### config.mk
export PLATFORM = sky130hd
export DESIGN_NAME = arith_bitwise_pipe_flat
export DESIGN_NICKNAME = d
export VERILOG_FILES = /design/src/rtl/arith_bitwise_pipe_if.sv /design/src/rtl/arith_bitwise_pipe.sv /design/src/flat_wrapper.sv
export SDC_FILE = /design/constraint.sdc
export NUM_CORES = 1
export LEC_CHECK = 0
export ABC_CLOCK_PERIOD_IN_PS = 6000
export BUFFER_PORTS_ARGS = -buffer_cell sky130_fd_sc_hd__buf_2
export CORE_ASPECT_RATIO = 0.7
export CORE_UTILIZATION = 63
export DETAILED_ROUTE_END_ITERATION = 6
export PLACE_DENSITY = 0.95
export SLEW_MARGIN = 5
export SYNTH_ARGS = -nofsm -noshare
export SYNTH_HDL_FRONTEND = slang
export SYNTH_SLANG_ARGS = --single-unit
### constraint.sdc
create_clock -name clk -period 6 [get_ports clk]
set_input_delay 0.6 -clock clk [delete_from_list [all_inputs] [get_ports clk]]
set_output_delay 0.6 -clock clk [all_outputs]
set_load 0.03 [all_outputs]
### src/rtl/arith_bitwise_pipe_if.sv
// Operand/result stream bundle for the pipelined bitwise unit.
// master drives operands and result_ready; slave is the functional unit.
interface arith_bitwise_pipe_if #(
  parameter int unsigned WIDTH = 32
);
  logic             a_valid;
  logic             a_ready;
  logic [WIDTH-1:0] a_data;
  logic             b_valid;
  logic             b_ready;
  logic [WIDTH-1:0] b_data;
  logic [2:0]       op;
  logic             result_valid;
  logic             result_ready;
  logic [WIDTH-1:0] result_data;
  logic             result_zero;

  modport master (
    output a_valid, a_data, b_valid, b_data, op, result_ready,
    input  a_ready, b_ready, result_valid, result_data, result_zero
  );

  modport slave (
    input  a_valid, a_data, b_valid, b_data, op, result_ready,
    output a_ready, b_ready, result_valid, result_data, result_zero
  );
endinterface

### src/rtl/arith_bitwise_pipe.sv
// Joins two operand streams, applies one of eight bitwise ops and carries the
// result through LATENCY compacting register stages under valid/ready flow control.
module arith_bitwise_pipe #(
  parameter int unsigned WIDTH   = 32,
  parameter int unsigned LATENCY = 2
) (
  input  logic                clk,
  input  logic                rst,
  arith_bitwise_pipe_if.slave bus,
  output logic                busy
);

  logic [LATENCY-1:0] v_q;
  logic [LATENCY-1:0] zero_q;
  logic [WIDTH-1:0]   data_q [LATENCY];
  logic [LATENCY-1:0] can_load;
  logic               in_ready;
  logic               accept;
  logic [WIDTH-1:0]   op_result;

  always_comb begin
    op_result = '0;
    case (bus.op)
      3'd0: op_result = bus.a_data & bus.b_data;
      3'd1: op_result = bus.a_data | bus.b_data;
      3'd2: op_result = bus.a_data ^ bus.b_data;
      3'd3: op_result = ~(bus.a_data & bus.b_data);
      3'd4: op_result = ~(bus.a_data | bus.b_data);
      3'd5: op_result = ~(bus.a_data ^ bus.b_data);
      3'd6: op_result = bus.a_data & ~bus.b_data;
      3'd7: op_result = bus.a_data | ~bus.b_data;
    endcase
  end

  // A stage may load when any stage from it to the output is empty, or the output drains.
  always_comb begin
    logic all_full;
    can_load = '0;
    for (int i = 0; i < int'(LATENCY); i++) begin
      all_full = 1'b1;
      for (int j = i; j < int'(LATENCY); j++) begin
        all_full = all_full & v_q[j];
      end
      can_load[i] = ~all_full | bus.result_ready;
    end
  end

  assign in_ready    = can_load[0];
  assign accept      = bus.a_valid & bus.b_valid & in_ready;
  assign bus.a_ready = in_ready & bus.b_valid;
  assign bus.b_ready = in_ready & bus.a_valid;

  always_ff @(posedge clk or posedge rst) begin
    if (rst) begin
      v_q    <= '0;
      zero_q <= '1;
      for (int i = 0; i < int'(LATENCY); i++) begin
        data_q[i] <= '0;
      end
    end else begin
      if (can_load[0]) begin
        v_q[0] <= accept;
        if (accept) begin
          data_q[0] <= op_result;
          zero_q[0] <= (op_result == '0);
        end
      end
      // Payload only moves with a valid bit so idle stages never pick up garbage.
      for (int i = 1; i < int'(LATENCY); i++) begin
        if (can_load[i]) begin
          v_q[i] <= v_q[i-1];
          if (v_q[i-1]) begin
            data_q[i] <= data_q[i-1];
            zero_q[i] <= zero_q[i-1];
          end
        end
      end
    end
  end

  assign bus.result_valid = v_q[LATENCY-1];
  assign bus.result_data  = data_q[LATENCY-1];
  assign bus.result_zero  = zero_q[LATENCY-1];
  assign busy             = |v_q;

endmodule

### src/flat_wrapper.sv
// flat-port wrapper written by rule: the top's interface ports become plain ports
module arith_bitwise_pipe_flat 
#(
  parameter int unsigned WIDTH   = 32,
  parameter int unsigned LATENCY = 2
)
  (clk, rst, busy, bus_a_valid, bus_a_data, bus_b_valid, bus_b_data, bus_op, bus_result_ready, bus_a_ready, bus_b_ready, bus_result_valid, bus_result_data, bus_result_zero);
  arith_bitwise_pipe_if #(.WIDTH(WIDTH)) bus_i ();
  input  logic clk;
  input  logic rst;
  output logic busy;
  input wire logic [$bits(bus_i.a_valid)-1:0] bus_a_valid;
  input wire logic [$bits(bus_i.a_data)-1:0] bus_a_data;
  input wire logic [$bits(bus_i.b_valid)-1:0] bus_b_valid;
  input wire logic [$bits(bus_i.b_data)-1:0] bus_b_data;
  input wire logic [$bits(bus_i.op)-1:0] bus_op;
  input wire logic [$bits(bus_i.result_ready)-1:0] bus_result_ready;
  output wire logic [$bits(bus_i.a_ready)-1:0] bus_a_ready;
  output wire logic [$bits(bus_i.b_ready)-1:0] bus_b_ready;
  output wire logic [$bits(bus_i.result_valid)-1:0] bus_result_valid;
  output wire logic [$bits(bus_i.result_data)-1:0] bus_result_data;
  output wire logic [$bits(bus_i.result_zero)-1:0] bus_result_zero;
  assign bus_i.a_valid = bus_a_valid;
  assign bus_i.a_data = bus_a_data;
  assign bus_i.b_valid = bus_b_valid;
  assign bus_i.b_data = bus_b_data;
  assign bus_i.op = bus_op;
  assign bus_i.result_ready = bus_result_ready;
  assign bus_a_ready = bus_i.a_ready;
  assign bus_b_ready = bus_i.b_ready;
  assign bus_result_valid = bus_i.result_valid;
  assign bus_result_data = bus_i.result_data;
  assign bus_result_zero = bus_i.result_zero;
  arith_bitwise_pipe #(.WIDTH(WIDTH), .LATENCY(LATENCY)) u_core (.clk(clk), .rst(rst), .bus(bus_i), .busy(busy));
endmodule
== After elaboration in Yosys (flattened, before gate mapping) ==
Index checks and enable logic that the tools add are counted.

* Flip-flop bits (word level): 68
* Output and inout port bits: 37

* Equality and inequality tests: 7
* Multiplexer cells: 1
* Bitwise operators: 18
* Reductions and logical operators: 5

{| class="wikitable"
|+ Operator list
! operator !! count
|-
| 32-bit one-hot mux with 8 select lines || 1
|-
| 32-bit inverter || 4
|-
| 32-bit AND || 2
|-
| 32-bit OR || 2
|-
| 32-bit logical NOT || 1
|-
| 32-bit XOR || 1
|-
| 3-bit equality test (second input constant) || 4
|-
| 3-bit by 2-bit equality test with 1-bit output (second input constant) || 2
|-
| 1-bit AND || 5
|-
| 2-bit AND reduction || 2
|-
| 3-bit by 1-bit equality test with 1-bit output (second input constant) || 1
|-
| 3-bit logical NOT || 1
|-
| 1-bit inverter || 2
|-
| 1-bit OR || 2
|-
| 2-bit OR reduction || 1
|}

== Depth between registers and ports, before layout ==
Gate-level depths: netlist of the first run.

* Depth in word-level cells: 5
* Gate-level depth with buffers: 10
* Gate-level depth less buffers: 9

== Least setup slack after synthesis of the first run ==
OpenSTA, ideal clock, no wires.

* Path type: in2reg
* From: input port bus_result_ready
* To: register u_core.data_q[34] (netlist name)
* Setup time: 0.125 ns
* Data arrival time: 2.070 ns
* Required time: 5.875 ns
* Setup slack: 3.806 ns
* Stages on the path: 6
* Path through: nand3b_1 > and2_1 > nand2_1 > buf_2 > buf_1 > mux2_2

* Cells in the longest elaborated chain, start to end: 3

{| class="wikitable"
|+ RTL lines
! item !! line !! source
|-
| start, declared || flat_wrapper.sv:17 || <nowiki>input wire logic [$bits(bus_i.result_ready)-1:0] bus_result_ready;</nowiki>
|-
| 1-bit OR * || arith_bitwise_pipe.sv:44 || <nowiki>can_load[i] = ~all_full | bus.result_ready;</nowiki>
|-
| 1-bit AND || arith_bitwise_pipe.sv:49 || <nowiki>assign accept = bus.a_valid & bus.b_valid & in_ready;</nowiki>
|-
| 2-bit AND reduction (no line) * || -- ||
|-
| end signal, assigned by index || arith_bitwise_pipe.sv:73 || <nowiki>data_q[i] <= data_q[i-1];</nowiki>
|-
| end, declared || arith_bitwise_pipe.sv:15 || <nowiki>logic [WIDTH-1:0] data_q [LATENCY];</nowiki>
|}

Every way passes the cells marked *; elsewhere a longest branch is shown, timed or not.
A chain may end at the register's enable or synchronous reset.

== Worst setup path after layout of the first run ==
* From: input port bus_op[1]
* To: register u_core.zero_q[0]

* Cells in the longest elaborated chain, start to end: 3
* Elaborated cells on any way between the ends: 10
* Classes of those cells: 7 x eq/ne; 1 x mux; 2 x reduce/logical

{| class="wikitable"
|+ RTL lines
! item !! line !! source
|-
| start, declared || flat_wrapper.sv:16 || <nowiki>input wire logic [$bits(bus_i.op)-1:0] bus_op;</nowiki>
|-
| 3-bit equality test (tied with other cells) || arith_bitwise_pipe.sv:23 || <nowiki>case (bus.op)</nowiki>
|-
| 32-bit one-hot mux with 8 select lines * || arith_bitwise_pipe.sv:23 ||
|-
| 32-bit logical NOT * || arith_bitwise_pipe.sv:65 || <nowiki>zero_q[0] <= (op_result == '0);</nowiki>
|-
| end signal, assigned || arith_bitwise_pipe.sv:65 ||
|-
| end signal, assigned by index || arith_bitwise_pipe.sv:74 || <nowiki>zero_q[i] <= zero_q[i-1];</nowiki>
|-
| end, declared || arith_bitwise_pipe.sv:14 || <nowiki>logic [LATENCY-1:0] zero_q;</nowiki>
|}

Marks and branches as above.

==> reports/results.txt, run 1 <==
Root Buffer Master: clkbuf_16
Power Density: 266 nW/um^2
Crit-path max cell delay: 0.78 ns
Endpoint type of the worst setup path: register
Most used DFF post-synth: dfrtp_1
Post-layout util: 0.717
Fin crit share: 0.568
Worst Path Buf+Inv: 1
Area grow syn2layout: 8.29%
EDFF count, synth: 0
Max Fclk: 293 MHz
Max-Cap Viols: 0
Detailed Route WL: 17,100 um
First-pass GRT wire length: 27,600 um
Syn_area_per_cell: 9.01 um^2
Syn_nets: 975
CP max stage cell: buf_2
Critical path's top delay family: simple AND/OR/NAND/NOR gates
Max clock buf depth: 2
Arr. time, crit path: 3.66 ns
FF+latch count, synth: 68
Share of cells above drive strength 1: 0.248
Wirelength per Cell: 17.5 um
Starting Density: 0.662
Synthesized area: 6980 um^2
Vias/cell: 5.99
Hold Crit Class: register to register
Most frequent cells in the layout: ha_1, buf_2, inv_1, dfrtp_1, a21oi_1
Final hold vios: 0
Die width: 128 um
Required time worst endpoint: 6.25 ns
Crit path launch type: input pin
DR DRC count: 0
Leak Pwr: 3.77 nW
Setup slack after layout: 2.59 ns
Clk Latency, worst-skew pair: 0.33 ns
Post-CTS sizing: 0
CTS buffer count: 9
Setup bufs post-CTS: 0
Cell-by-cell trace of the critical path: buf_2, nor2_1, a32o_1, a2111oi_1, a21oi_1, nor4_2, nand4_1, o31ai_2
RD Place Congestion: 0.889
Largest net degree at the start of global routing: 69
CTS tree: done
Minimum clock period after layout: 3.41 ns
Tot GR Track Use: 0.303
Clk sink count: 68
Post-route ant nets: 0
Cells after synthesis: 775
Ys async rst share: 1.00
Port bufs: 108
Hpwl dp: 12,500 um
Initial DRC Count: 638
Leading cell type in the layout, fill and taps excluded: ha_1
Worst slew margin: 0.176
Endpoints failing setup: 0
WS Path Type: input pin to register
Number of global-route vias before repair: 5,552
Pre-CTS WS: 2.44 ns
Fin nets: 1,022
Num rows: 31
# IOs: 109
Netlist cell types: 65
Worst slew pin tran: 1.23 ns
YS warnings: 0
Initial antenna violation count: 0
Outcome: finished clean
RSZ-0062 raised after global routing: false
Antenna diodes: 0
Worst VDD drop: 0.000234 V
H-Tree Depth: 3
Placed inst area: 7230 um^2
CP max FO: 58
Final global-route overflow total: 0
Layout Skew: 0.00404 ns
Initial DRT Pass Iterations: 7
Seq/Total Area, Yosys: 0.244
Setup TNS: 0 ns
Final instance area: 7560 um^2
Vias: 5,838
Number of hold buffers added after cts: 0
Die area: 11,500 um^2
Slew Viols, Final: 0
Die height: 90.1 um
Core area: 10,600 um^2
Worst-path clk slew: 0.05 ns
area by class of cell:
type | instances | area, um^2
repair buffers | 113 | 578
inverters | 76 | 285
multi-input cells | 554 | 4480
well taps | 148 | 185
flip-flops and latches | 68 | 1700
clock buffers | 11 | 233
clock inverters | 5 | 100
fillers | 779 | 2990
layer usage:
| layer | track usage | vias up | routed length (um) |
|---|---|---|---|
| met4 | 0.129 | 0 | 537 |
| met3 | 0.0643 | 55 | 1650 |
| met2 | 0.480 | 326 | 7680 |
| met5 | 0 | - | 0 |
| li1 | - | 2755 | - |
| met1 | 0.400 | 2702 | 7220 |
cell families after synthesis:
group | after synthesis | share of synthesized area
compound gates | 185 | 0.177
fa+ha+maj | 128 | 0.229
buf+inv | 153 | 0.115
flops | 68 | 0.244
mux | 67 | 0.109
simple gates | 174 | 0.125
synthesized netlist by cell type (4+ instances only):
master,number,area (um^2)
ha_1,128,1600
inv_1,74,278
dfrtp_1,66,1650
a21oi_1,55,275
mux2_2,54,608
nor2_1,47,176
nand2_1,43,161
buf_4,41,308
nand2b_1,37,231
o21ai_0,31,155
o22ai_1,20,125
o211ai_1,17,128
buf_2,14,70.1
mux2i_1,11,110
clkbuf_1,10,37.5
nand3_1,9,45.0
a22oi_1,7,52.6
buf_6,6,67.6
nand4_1,6,37.5
or2_2,6,37.5
buf_1,5,18.8
o221ai_1,5,43.8
o2bb2ai_1,5,43.8
a211oi_1,4,30.0
o21ai_1,4,20.0
where the power goes:
| part | internal (W) | switching, W | total (W) | leakage [nW] |
|---|---|---|---|---|
| clock | 0.000404 | 0.000194 | 0.000598 | 0.163 |
| sequential | 0.000592 | 0.0000768 | 0.000669 | 0.817 |
| combinational | 0.000277 | 0.000467 | 0.000744 | 2.79 |
final timing paths:
check	startpoint	endpoint	slack, ns	cells past startpoint
min reg2reg	u_core.data_q[47]	u_core.data_q[47]	0.47	2
min	u_core.data_q[47]	u_core.data_q[47]	0.47	2
min in group asynchronous	rst	u_core.bus.result_data[23]	0.52	3
max reg2reg	u_core.v_q[1]	u_core.zero_q[0]	4.06	7
max	bus_op[1]	u_core.zero_q[0]	2.59	8
max in group asynchronous	rst	u_core.bus.result_data[16]	4.93	3
tightest hold or removal path: stages (launching register included):
cell     delay [ns]
dfrtp_1        0.34
nand2_1        0.05
o21ai_0        0.06
state kept, by name, indices dropped and copies added (netlist names):
register and count:
u_core.zero_q 2, u_core.v_q 2, u_core.bus.result_data 32, u_core.data_q 32
per-stage QoR:
step | total power (W) | hold slack, ns | instances
after global routing | 0.00210 | 0.507 | 975
after floorplan | 0.00130 | 0.445 | 775
after detailed placement | 0.00141 | 0.470 | 959
after CTS | 0.00201 | 0.482 | 975
after global placement | 0.00138 | 0.464 | 959
final | 0.00201 | 0.475 | 975
(Power assumes the default switching activity.)
==> run 2, diff against run 1 <==
ABC_CLOCK_PERIOD_IN_PS = 3600   (was 6000)
CORE_UTILIZATION = 59   (was 63)
PLACE_DENSITY = 0.92   (was 0.95)
clock period = 3.6 ns   (was 6 ns; I/O delays follow)
==> reports/results.txt, run 2 (synthesis results as in run 1) <==
Port bufs: 108 (unchanged)
Arr. time, crit path: 2.86 ns (-0.80 ns)
WS Path Type: input pin to register
Worst slew margin: 0.265 (+0.0894)
Power Density: 452 nW/um^2 (+70%)
Minimum clock period after layout: 2.60 ns
Antenna diodes: 0 (unchanged)
# IOs: 109 (unchanged)
FF-to-FF setup slack: 1.73 ns (-2.33 ns)
Post-CTS sizing: 0 (unchanged)
Worst-path clk slew: 0.06 ns (about the same)
Final global-route overflow total: 0 (unchanged)
Tot GR Track Use: 0.280 (-0.0228)
Setup TNS: 0 ns (unchanged)
CTS tree: done
Filler cell count: 877 (+13%)
RD Place Congestion: 0.938 (+5.5%)
CTS buffer count: 9 (unchanged)
Number of hold buffers added after cts: 0 (unchanged)
Post-route ant nets: 0 (unchanged)
Setup bufs post-CTS: 0 (unchanged)
Endpoint type of the worst setup path: register
Max Fclk: 385 MHz
Max clock buf depth: 2 (unchanged)
Initial antenna violation count: 0 (unchanged)
Most frequent cells in the layout: ha_1, buf_2, inv_1, dfrtp_1, a21oi_1
Hpwl dp: 12,600 um (+1.4%)
Worst VDD drop: 0.000448 V (+92%)
Crit path launch type: input pin
First-pass GRT wire length: 27,200 um (-1.5%)
Placed inst area: 7280 um^2 (+0.71%)
Initial DRC Count: 510 (-20%)
Share of cells above drive strength 1: 0.253 (+0.00542)
Leak Pwr: 3.81 nW (+1.1%)
Vias: 5,882 (+0.75%)
CP max FO: 23 (-60%)
Vias/cell: 5.97 (-0.37%)
H-Tree Depth: 3 (unchanged)
Fin crit share: 0.721
Max-Cap Viols: 0 (unchanged)
Num rows: 32 (+3.2%)
Hold Crit Class: input pin to asynchronous set/reset pin
Leading cell type in the layout, fill and taps excluded: ha_1
Largest net degree at the start of global routing: 54 (-22%)
Slew Viols, Final: 0 (unchanged)
Number of global-route vias before repair: 5,614 (+1.1%)
Worst slew pin tran: 1.10 ns (-0.131 ns)
RSZ-0062 raised after global routing: false
Die height: 93.0 um (+3.3%)
Starting Density: 0.621 (-0.0412)
FF/Latch Area: 1700 um^2 (unchanged)
Detailed Route WL: 17,000 um (-0.50%)
Initial DRT Pass Iterations: 6 (-1)
Die area: 12,300 um^2 (+6.7%)
Layout Skew: 0.00562 ns (+0.00157 ns)
DR DRC count: 0 (unchanged)
Fin nets: 1,028 (+0.59%)
Core area: 11,300 um^2 (+6.6%)
Die width: 132 um (+3.3%)
Area grow syn2layout: 9.51%
Root Buffer Master: clkbuf_16
Required time worst endpoint: 3.86 ns (-2.39 ns)
Endpoints failing setup: 0 (unchanged)
Final hold vios: 0 (unchanged)
Final instance area: 7650 um^2 (+1.1%)
Area of the multi-input gates: 4480 um^2 (unchanged)
Clk Latency, worst-skew pair: 0.34 ns (about the same)
Clk sink count: 68 (unchanged)
Outcome: finished clean
Wirelength per Cell: 17.2 um (-1.6%)
Final Power: 0.00346 W (+72%)
-- run 2: report_power, final --
group,leakage [nW],switching (W),internal (W)
Sequential,0.817,0.000131,0.000987
Combinational,2.82,0.000778,0.000464
Clock,0.177,0.000333,0.000766
Total,3.81,0.00124,0.00222
-- run 2: stage by stage --
stage                      util  instances  hold WS [ns]  setup slack [ns]
after floorplan               -        775         0.445              1.51
after global placement    0.647        970         0.468              1.02
after detailed placement  0.647        970         0.472             0.845
after CTS                 0.680        986         0.317              1.12
after global routing      0.680        986         0.354             0.838
final                     0.680        986         0.299              1.00
-- run 2: path summary, 6_finish.rpt --
| check | startpoint | to | depth (start not counted) |
|---|---|---|---|
| max in group asynchronous | rst | u_core.data_q[39] | 3 |
| max reg2reg | u_core.v_q[1] | u_core.zero_q[0] | 7 |
| min in group clk | bus_result_ready | u_core.v_q[1] | 3 |
| min | rst | u_core.bus.result_data[22] | 2 |
| max | bus_op[2] | u_core.zero_q[0] | 8 |
| min reg2reg | u_core.data_q[45] | u_core.data_q[45] | 2 |
-- run 2: worst max-delay path, cell delays in order --
cell,delay (ns)
buf_2,0.38
nor2b_1,0.79
o211ai_1,0.26
nand4_1,0.20
nand4_1,0.13
nor4_1,0.38
nand4_1,0.16
o31ai_2,0.20
-- run 2: area by class of cell --
type,instances,share of cell area
sequential,68,0.223
multi-input combinational,554,0.585
inverter,76,0.0373
clock buffer,12,0.0322
tap,153,0.0250
timing repair buffer,119,0.0815
clock inverter,4,0.0157
-- run 2: per-layer routing --
metal	vias to the layer above	track usage	part of all wire
li1	2754	-	-
met1	2775	0.365	0.43
met2	310	0.455	0.46
met3	43	0.0667	0.094
met4	0	0.104	0.024
met5	-	0	0
